### src/rtl/led_pwm_decoder.sv
// Purpose: measures red/green active-low LED lit-cycle counts per Tick window and decodes the PWM phase.
// Latency: results and Valid/Runt strobes appear one cycle after the closing Tick.
// Backpressure: none; outputs are strobes/registers and cannot be stalled.
module led_pwm_decoder #(
  parameter int CNT_BITS = 10,
  parameter int MIN_WIN  = 4
) (
  input  logic                Clk,
  input  logic                Rst,
  input  logic                Tick,
  input  logic                red,
  input  logic                green,
  output logic [CNT_BITS-1:0] RedCnt,
  output logic [CNT_BITS-1:0] GreenCnt,
  output logic [CNT_BITS-1:0] WinLen,
  output logic [1:0]          Phase,
  output logic                Valid,
  output logic                Runt,
  output logic                Conflict
);

  typedef enum logic {IDLE, MEASURE} state_t;

  localparam logic [CNT_BITS-1:0] CNT_MAX   = '1;
  localparam logic [CNT_BITS-1:0] CNT_ONE   = CNT_BITS'(1);
  localparam logic [CNT_BITS-1:0] MIN_WIN_C = CNT_BITS'(MIN_WIN);

  state_t              state, state_nxt;
  logic [CNT_BITS-1:0] win_cnt, win_nxt;
  logic [CNT_BITS-1:0] red_cnt, red_nxt;
  logic [CNT_BITS-1:0] grn_cnt, grn_nxt;
  logic                close_win;
  logic                accept;
  logic                runt_nxt;
  logic [1:0]          phase_nxt;
  logic                red_lit;
  logic                grn_lit;

  // LED drives are active-low
  assign red_lit = ~red;
  assign grn_lit = ~green;

  function automatic logic [CNT_BITS-1:0] sat_inc(input logic [CNT_BITS-1:0] v);
    return (v == CNT_MAX) ? v : v + CNT_ONE;
  endfunction

  // FSM state and window counters
  always_ff @(posedge Clk or posedge Rst) begin
    if (Rst) begin
      state   <= IDLE;
      win_cnt <= '0;
      red_cnt <= '0;
      grn_cnt <= '0;
    end else begin
      state   <= state_nxt;
      win_cnt <= win_nxt;
      red_cnt <= red_nxt;
      grn_cnt <= grn_nxt;
    end
  end

  // Next-state and counter update; a Tick in MEASURE closes the window and
  // preloads the next one with the Tick-cycle sample
  always_comb begin
    state_nxt = state;
    win_nxt   = win_cnt;
    red_nxt   = red_cnt;
    grn_nxt   = grn_cnt;
    close_win = 1'b0;
    case (state)
      IDLE: begin
        if (Tick) begin
          // The opening Tick is the first cycle of the window; LED levels
          // are not sampled while idle, so colour counts start at zero.
          state_nxt = MEASURE;
          win_nxt   = CNT_ONE;
          red_nxt   = '0;
          grn_nxt   = '0;
        end
      end
      MEASURE: begin
        if (Tick) begin
          close_win = 1'b1;
          win_nxt   = CNT_ONE;
          red_nxt   = CNT_BITS'(red_lit);
          grn_nxt   = CNT_BITS'(grn_lit);
        end else begin
          win_nxt = sat_inc(win_cnt);
          if (red_lit) red_nxt = sat_inc(red_cnt);
          if (grn_lit) grn_nxt = sat_inc(grn_cnt);
        end
      end
      default: state_nxt = IDLE;
    endcase
  end

  assign accept   = close_win && (win_cnt >= MIN_WIN_C);
  assign runt_nxt = close_win && !accept;

  // Phase decode against the previous accepted window (held in RedCnt/GreenCnt);
  // equal counts or an all-dark window keep the old phase
  always_comb begin
    phase_nxt = Phase;
    if (red_cnt != '0) begin
      if (red_cnt > RedCnt)      phase_nxt = 2'd0;
      else if (red_cnt < RedCnt) phase_nxt = 2'd1;
    end else if (grn_cnt != '0) begin
      if (grn_cnt > GreenCnt)      phase_nxt = 2'd2;
      else if (grn_cnt < GreenCnt) phase_nxt = 2'd3;
    end
  end

  // Result registers, strobes and sticky conflict flag; runt windows leave
  // results (and therefore the comparison history) untouched
  always_ff @(posedge Clk or posedge Rst) begin
    if (Rst) begin
      RedCnt   <= '0;
      GreenCnt <= '0;
      WinLen   <= '0;
      Phase    <= 2'd0;
      Valid    <= 1'b0;
      Runt     <= 1'b0;
      Conflict <= 1'b0;
    end else begin
      Valid <= accept;
      Runt  <= runt_nxt;
      if (accept) begin
        WinLen   <= win_cnt;
        RedCnt   <= red_cnt;
        GreenCnt <= grn_cnt;
        Phase    <= phase_nxt;
      end
      if (state == MEASURE && red_lit && grn_lit) Conflict <= 1'b1;
    end
  end

endmodule

### config.mk
export PLATFORM = sky130hd
export DESIGN_NAME = led_pwm_decoder
export DESIGN_NICKNAME = d
export VERILOG_FILES = /design/src/rtl/led_pwm_decoder.sv
export SDC_FILE = /design/constraint.sdc
export NUM_CORES = 1
export LEC_CHECK = 0
export CORE_AREA = 2 2 84 86
export DETAILED_ROUTE_END_ITERATION = 12
export DIE_AREA = 0 0 86 88
export PLACE_DENSITY = 0.77
export SYNTH_ARGS = -nofsm -noshare
export SYNTH_HDL_FRONTEND = slang
export SYNTH_SLANG_ARGS = --single-unit
### constraint.sdc
create_clock -name Clk -period 6.2 [get_ports Clk]
set_input_delay 1.86 -clock Clk [delete_from_list [all_inputs] [get_ports Clk]]
set_output_delay 1.86 -clock Clk [all_outputs]
set_load 0.02 [all_outputs]
==> results of run 1 <==
## worst paths after layout
kind	end	slack (ns)	cells past startpoint
min in group asynchronous	red_cnt[6]	2.07	3
max in group asynchronous	GreenCnt[1]	3.60	3
min reg2reg	Conflict	0.49	1
min	Conflict	0.49	1
max	Phase[0]	2.25	7
max reg2reg	grn_cnt[9]	4.01	6
## sequential cells by signal, summed over array words and instances (netlist names)
signal,cells
state,1
red_cnt,10
Runt,1
grn_cnt,10
Conflict,1
GreenCnt,10
Phase,2
RedCnt,10
Valid,1
win_cnt,10
WinLen,10
## placed cells by master (no fill, tap or decap), types with 3 or more instances in the layout
cell	netlist	routed
sky130_fd_sc_hd__a211oi_1	6	6
sky130_fd_sc_hd__a21oi_1	11	11
sky130_fd_sc_hd__a31oi_1	4	4
sky130_fd_sc_hd__and2_1	5	5
sky130_fd_sc_hd__and3_1	5	5
sky130_fd_sc_hd__and4_1	4	4
sky130_fd_sc_hd__buf_4	1	3
sky130_fd_sc_hd__clkbuf_8	0	10
sky130_fd_sc_hd__clkdlybuf4s50_1	0	39
sky130_fd_sc_hd__dfrtp_1	66	66
sky130_fd_sc_hd__ha_1	26	26
sky130_fd_sc_hd__inv_1	33	32
sky130_fd_sc_hd__mux2_4	12	12
sky130_fd_sc_hd__nand2_1	29	29
sky130_fd_sc_hd__nand2b_1	9	9
sky130_fd_sc_hd__nand3_1	8	8
sky130_fd_sc_hd__nand4_1	14	14
sky130_fd_sc_hd__nor2_1	31	31
sky130_fd_sc_hd__nor3_1	7	7
sky130_fd_sc_hd__nor4_1	4	4
sky130_fd_sc_hd__o21ai_0	22	22
sky130_fd_sc_hd__xor2_1	21	21
## cells by family after synthesis
group                      count (synthesis)
adders and majority gates                 26
AOI/OAI and AO/OA                         61
xor gates and xnor gates                  23
muxes                                     12
buffers and inverters                     46
DFF                                       66
and+or+nand+nor                          121
## metal layers
layer / track usage [%] / vias up / part of all wire (%)
met4: 9.09 / 0 / 2.0
met2: 32.9 / 49 / 49
met3: 4.34 / 13 / 3.1
met1: 26.7 / 1289 / 46
met5: 0 / - / 0
li1: - / 1309 / -
## critical path, delay by kind of cell
family	cells	cell delay, ns
AND/OR/NAND/NOR	1	0.18
AO/OA/AOI/OAI	4	1.32
buffers and inverters	2	0.82
## stage by stage
step | std cells | cell area, µm² | utilization, % | hold WS, ns
finish | 480 | 4220 | 63.5 | 0.486
floorplan | 355 | 3590 | - | 0.520
CTS | 480 | 4220 | 63.5 | 0.495
global placement | 464 | 4040 | 60.8 | 0.464
global route | 480 | 4220 | 63.5 | 0.521
detailed placement | 464 | 4040 | 60.8 | 0.474
## power breakdown
group          switching (mW)  internal, mW
sequential             0.0334         0.471
clock                   0.169         0.155
combinational           0.157         0.140
## cell type report
cell class	instances	area, µm²	area share, %
clock buffers	10	138	3.26
clock inverters	6	42.5	1.01
inverters	33	124	2.94
multi-input cells	243	1750	41.5
flip-flops and latches	66	1650	39.2
well taps	80	100	2.37
repair buffers	42	413	9.79
==> out/qor_table.md, run 1 <==
| Metric | Value | Unit |
|:---|:---|:---|
| Setup repair after global routing missed its margin | no | - |
| Row Count | 30 | - |
| Setup clock skew after layout | 0.00973 | ns |
| Number of enable-type register cells in the synthesized netlist | 0 | - |
| Final number of setup-violating endpoints | 0 | - |
| Critical R2R Launch | grn_cnt[1] | - |
| Post-layout minimum cycle time | 3.95 | ns |
| Worst slew pin tran | 0.951 | ns |
| Effective utilization at floorplan | 54.1 | % |
| Fillcell total | 538 | - |
| Final count of pins violating max slew | 0 | - |
| Flop and latch count out of synthesis | 66 | - |
| Total number of yosys warnings | 0 | - |
| Post-route total power | 1.13 | mW |
| IR Drop Worst-Case VDD | 0.000137 | V |
| Total inserted antenna cells | 0 | - |
| Layout Area Growth over Synthesis | 17.3 | % |
| Die height | 88 | µm |
| Initial antenna violation count | 0 | - |
| Buffer levels on the longest clock path | 2 | - |
| Top cells by instance count after synthesis | sky130_fd_sc_hd__dfrtp_1 (66), sky130_fd_sc_hd__inv_1 (33), sky130_fd_sc_hd__nor2_1 (31), sky130_fd_sc_hd__nand2_1 (29), sky130_fd_sc_hd__ha_1 (26) | - |
| Synth cell types | 45 | - |
| Number of vias after detailed routing | 2660 | - |
| Net count after synthesis | 386 | - |
| Crit. Startpoint | Tick | - |
| Final antenna-violating net count | 0 | - |
| Final routed wire length divided by cell count | 14.5 | µm |
| Outcome | complete, no violations | - |
| Width of the chip | 86 | µm |
| Clock Sink Count | 66 | - |
| Largest driver fanout on the critical path | 40 | - |
| GRT overflow | 0 | - |
| Startpoint class of the critical path | primary input | - |
| Setup Buffers After CTS | 0 | - |
| Max Cap Violations | 0 | - |
| Number of buffers inserted by hold repair at cts | 0 | - |
| Die Outline Area | 7570 | µm² |
| Nets | 426 | - |
| Cell types occupying the most area after synthesis | sky130_fd_sc_hd__dfrtp_1 (46%), sky130_fd_sc_hd__ha_1 (9.0%), sky130_fd_sc_hd__xor2_1 (5.1%) | - |
| Number of H-tree levels | 3 | - |
| Cells traversed along the worst timing path | clkdlybuf4s50_1 -> buf_4 -> nand2_1 -> a21oi_4 -> o21a_1 -> a21oi_1 -> o31ai_2 | - |
| Final Wtd Congestion | 0.816 | - |
| Sequential-to-total area share from yosys stat | 45.9 | % |
| Area share of the largest cell type after synthesis | 45.9 | % |
| Critical path start-end classification | primary input to register | - |
| Top achievable clock speed | 253 | MHz |
| Share of post-route cells with drive strength above 1 | 10.5 | % |
| Simple-gate portion of the synthesized area | 17.0 | % |
| Most common cell in the netlist | sky130_fd_sc_hd__dfrtp_1 | - |
| Initial DRC Count | 148 | - |
| Average cell area after synthesis | 10.1 | µm² |
| Power density over the cells | 267 | nW/µm² |
| Worst Setup Slack, final | 2.25 | ns |
| Crit-path max cell delay | 0.76 | ns |
| Area share of xor/xnor cells in the synthesized design | 5.60 | % |
| Data required time of the worst path | 6.46 | ns |
| Leakage power summed over all cells | 1.90 | nW |
| Crit path arrival time | 4.21 | ns |
| Ratio of routed vias to standard cells | 5.54 | - |
| Cell at the root of the clock tree | sky130_fd_sc_hd__clkbuf_8 | - |
| Pin count of the biggest net entering global routing | 67 | - |
| Number of placed I/O pins | 40 | - |
| Cell area after technology mapping | 3590 | µm² |
| Type of destination of the critical path | register | - |
| Placed wire-length estimate | 4820 | µm |
| Clock latency on the worst-skew pair | 0.35 | ns |
| First-pass GRT wire length | 12200 | µm |
| Area fraction in compound gates after synthesis | 11.8 | % |
| Share of synthesized area spent on multiplexers | 5.01 | % |
| TritonCTS clock tree | yes | - |
| Sum of negative setup slack | 0 | ns |
| Number of search-and-repair iterations in the first detailed-routing pass | 4 | - |
| Vias in the first global route | 2646 | - |
| Final Cycle Share | 63.7 | % |
| GRT Util Overall | 20.4 | % |
| Asr flop ratio synth | 100 | % |
| Hold Path Origin | Conflict | - |
| Synth Instances | 355 | - |
| Clock transition at path regs | 0.07 | ns |
| Top FF cell, synth | sky130_fd_sc_hd__dfrtp_1 | - |
| Worst min-delay path class | register to register | - |
| Largest family of logic cells by synthesized area | simple AND/OR/NAND/NOR gates | - |
| Drt drc | 0 | - |
| Cell with the largest stage delay on the worst path | sky130_fd_sc_hd__a21oi_4 | - |
| Core Footprint | 6640 | µm² |
| Number of buffers inserted during clock tree synthesis | 9 | - |
| Fin. Hold Viols | 0 | - |
| Input/output buffers | 39 | - |
| Worst slew margin relative to its limit | 36.4 | % |
| Post-detailed-routing wire length | 6970 | µm |
| Total of cells resized after clock tree synthesis | 0 | - |
| Place WS | 1.89 | ns |
| Synthesized-area fraction occupied by adder cells | 9.05 | % |
| Cell taking the most area after synthesis | sky130_fd_sc_hd__dfrtp_1 | - |
(Power assumes the default switching activity.)
==> run 2, diff against run 1 <==
Settings changed: CORE_AREA 2 2 84 86 to 2 2 87 89, DIE_AREA 0 0 86 88 to 0 0 89 91, PLACE_DENSITY 0.77 to 0.75.
Clock period 6.2 ns to 3.6 ns, I/O delays scaled along.
==> run 2 against run 1 <==
Via count shrank 1.8%. Final area grew 1.8%. Clock power grew 98%. Largest power group unchanged.
==> out/qor_table.md, run 2 (synthesis results as in run 1) <==
| Metric | Value | Unit | vs previous |
|:---|:---|:---|:---|
| Fin. Hold Viols | 0 | - | unchanged |
| Total of cells resized after clock tree synthesis | 0 | - | unchanged |
| Outcome | complete, no violations | - |  |
| Post-layout minimum cycle time | 2.55 | ns |  |
| Internal portion of total power | 1.41 | mW | +84% |
| Setup clock skew after layout | 0.0107 | ns | +0.000983 ns |
| Placed wire-length estimate | 4950 | µm | +2.7% |
| Number of placed I/O pins | 40 | - | unchanged |
| Width of the chip | 89 | µm | +3.5% |
| Final antenna-violating net count | 0 | - | unchanged |
| Most used cells in the layout excluding fill and tap cells | sky130_fd_sc_hd__dfrtp_1 (66), sky130_fd_sc_hd__clkdlybuf4s50_1 (39), sky130_fd_sc_hd__inv_1 (32), sky130_fd_sc_hd__nor2_1 (31), sky130_fd_sc_hd__nand2_1 (29) | - |  |
| Type of destination of the critical path | register | - |  |
| Effective utilization at floorplan | 50.4 | % | -3.7 points |
| Nets | 428 | - | +0.47% |
| Final-layout worst hold slack | 0.496 | ns | +0.0101 ns |
| Number of search-and-repair iterations in the first detailed-routing pass | 4 | - | unchanged |
| Number of vias after detailed routing | 2613 | - | -1.8% |
| Largest driver fanout on the critical path | 15 | - | -63% |
| Initial antenna violation count | 0 | - | unchanged |
| Clock transition at path regs | 0.07 | ns | about the same |
| Die height | 91 | µm | +3.4% |
| Final cell area excluding filler cells | 4290 | µm² | +1.8% |
| Clk pwr share | 31.7 | % | +2.9 points |
| IR Drop Worst-Case VDD | 0.000281 | V | +110% |
| Worst slew pin tran | 0.702 | ns | -0.249 ns |
| Ratio of routed vias to standard cells | 5.22 | - | -5.9% |
| GRT overflow | 0 | - | unchanged |
| Critical path start-end classification | primary input to register | - |  |
| Data required time of the worst path | 3.86 | ns | -2.60 ns |
| Clock latency on the worst-skew pair | 0.35 | ns | about the same |
| Sequential fraction of design power | 42.9 | % | -1.9 points |
| Switch Pwr | 616 | µW | +71% |
| Cell at the root of the clock tree | sky130_fd_sc_hd__clkbuf_8 | - |  |
| Clock Sink Count | 66 | - | unchanged |
| TritonCTS clock tree | yes | - |  |
| Max Cap Violations | 0 | - | unchanged |
| Number of buffers inserted by hold repair at cts | 0 | - | unchanged |
| First-pass GRT wire length | 12200 | µm | +0.12% |
| Number of H-tree levels | 3 | - | unchanged |
| Post-detailed-routing wire length | 7160 | µm | +2.6% |
| Top Usage Layer GRT | met2 | - |  |
| Sum of negative setup slack | 0 | ns | unchanged |
| Final Cycle Share | 70.8 | % |  |
| GRT Util Overall | 19.4 | % | -1.1 points |
| Total inserted antenna cells | 0 | - | unchanged |
| Initial DRC Count | 178 | - | +20% |
| Input/output buffers | 39 | - | unchanged |
| Share of total power consumed by net switching | 30.4 | % | -1.6 points |
| Top achievable clock speed | 393 | MHz |  |
| Pin count of the biggest net entering global routing | 67 | - | unchanged |
| Final number of setup-violating endpoints | 0 | - | unchanged |
| Worst slew margin relative to its limit | 52.7 | % | +16 points |
| Final routed wire length divided by cell count | 14.3 | µm | -1.7% |
| Core Footprint | 7140 | µm² | +7.4% |
| Crit path arrival time | 2.80 | ns | -1.41 ns |
| Share of post-route cells with drive strength above 1 | 10.7 | % | +0.20 points |
| Number of buffers inserted during clock tree synthesis | 9 | - | unchanged |
| Met1 demand-to-capacity share in global routing | 27.7 | % | +0.95 points |
| Drt drc | 0 | - | unchanged |
| Global Route met3 Usage | 3.36 | % | -0.97 points |
| Post-DP Area | 4090 | µm² | +1.3% |
| Global routing usage on met2 | 28.5 | % | -4.4 points |
| Setup repair after global routing missed its margin | no | - |  |
| Startpoint class of the critical path | primary input | - |  |
| Power density over the cells | 472 | nW/µm² | +77% |
| Worst reg2reg setup slack | 1.53 | ns | -2.48 ns |
| Row Count | 31 | - | +3.3% |
| Fillcell total | 633 | - | +18% |
| Leakage power summed over all cells | 1.92 | nW | +1.3% |
| Buffer levels on the longest clock path | 2 | - | unchanged |
| Vias in the first global route | 2501 | - | -5.5% |
| Commonest non-fill, non-tap cell in the layout | sky130_fd_sc_hd__dfrtp_1 | - |  |
| Layout Area Growth over Synthesis | 19.5 | % |  |
| Die Outline Area | 8100 | µm² | +7.0% |
| Final count of pins violating max slew | 0 | - | unchanged |
| Worst min-delay path class | register to register | - |  |
| Final Wtd Congestion | 0.824 | - | +0.97% |
| Combinational fraction of design power | 25.4 | % | -1.0 points |
| Setup Buffers After CTS | 0 | - | unchanged |
[run 2: cell types whose count changed in the layout (fill, tap and decap cells not counted), sizes merged]
| cell | delta |
|---|---|
| buf | +2 |
| bufinv | +1 |
| clkbuf | +2 |
| clkinv | -3 |
[run 2: power groups by stage]
stage / Sequential, mW / Clock [mW] / Combinational [mW]
2_1_floorplan: 0.945 / 0 / 0.262
3_3_place_gp: 0.882 / 0 / 0.509
3_5_place_dp: 0.885 / 0 / 0.516
4_1_cts: 0.871 / 0.656 / 0.521
5_1_grt: 0.879 / 0.684 / 0.568
6_report: 0.870 / 0.643 / 0.515
[run 2: cell type report]
type / count / area (µm²) / area share, %
Multi-Input combinational cell: 243 / 1750 / 40.7
Sequential cell: 66 / 1650 / 38.5
Timing Repair Buffer: 44 / 440 / 10.3
Clock buffer: 12 / 155 / 3.61
Inverter: 33 / 124 / 2.88
Tap cell: 99 / 124 / 2.88
Clock inverter: 4 / 50.0 / 1.17
[run 2: stage by stage]
step	utilization (%)	total power [mW]	std cells	worst slack, ns
global route	60.2	2.13	501	0.944
global placement	57.3	1.39	485	0.774
finish	60.2	2.03	501	1.05
detailed placement	57.3	1.40	485	0.727
floorplan	-	1.21	355	0.865
CTS	60.2	2.05	501	1.05
[run 2: worst max-delay path, stage by stage]
cell	delay (ns)
sky130_fd_sc_hd__clkdlybuf4s50_1	0.49
sky130_fd_sc_hd__nand2_1	0.12
sky130_fd_sc_hd__a21oi_4	0.57
sky130_fd_sc_hd__o21a_1	0.24
sky130_fd_sc_hd__a21oi_1	0.08
sky130_fd_sc_hd__o31ai_2	0.21
[run 2: metal layers]
metal	wire length (µm)	part of all wire, %	up-vias
li1	-	-	1318
met1	3410	48	1245
met2	3410	48	41
met3	227	3.2	9
met4	99	1.4	0
met5	0	0	-
[run 2: worst paths after layout]
| kind | start | to | cells past startpoint |
|---|---|---|---|
| worst max-delay path | Tick | Phase[0] | 6 |
| worst max register to register | red_cnt[7] | Phase[0] | 6 |
| worst min-delay path | Conflict | Conflict | 1 |
| min in group asynchronous | Rst | win_cnt[2] | 3 |
| worst min register to register | Conflict | Conflict | 1 |
| max in group asynchronous | Rst | RedCnt[6] | 3 |
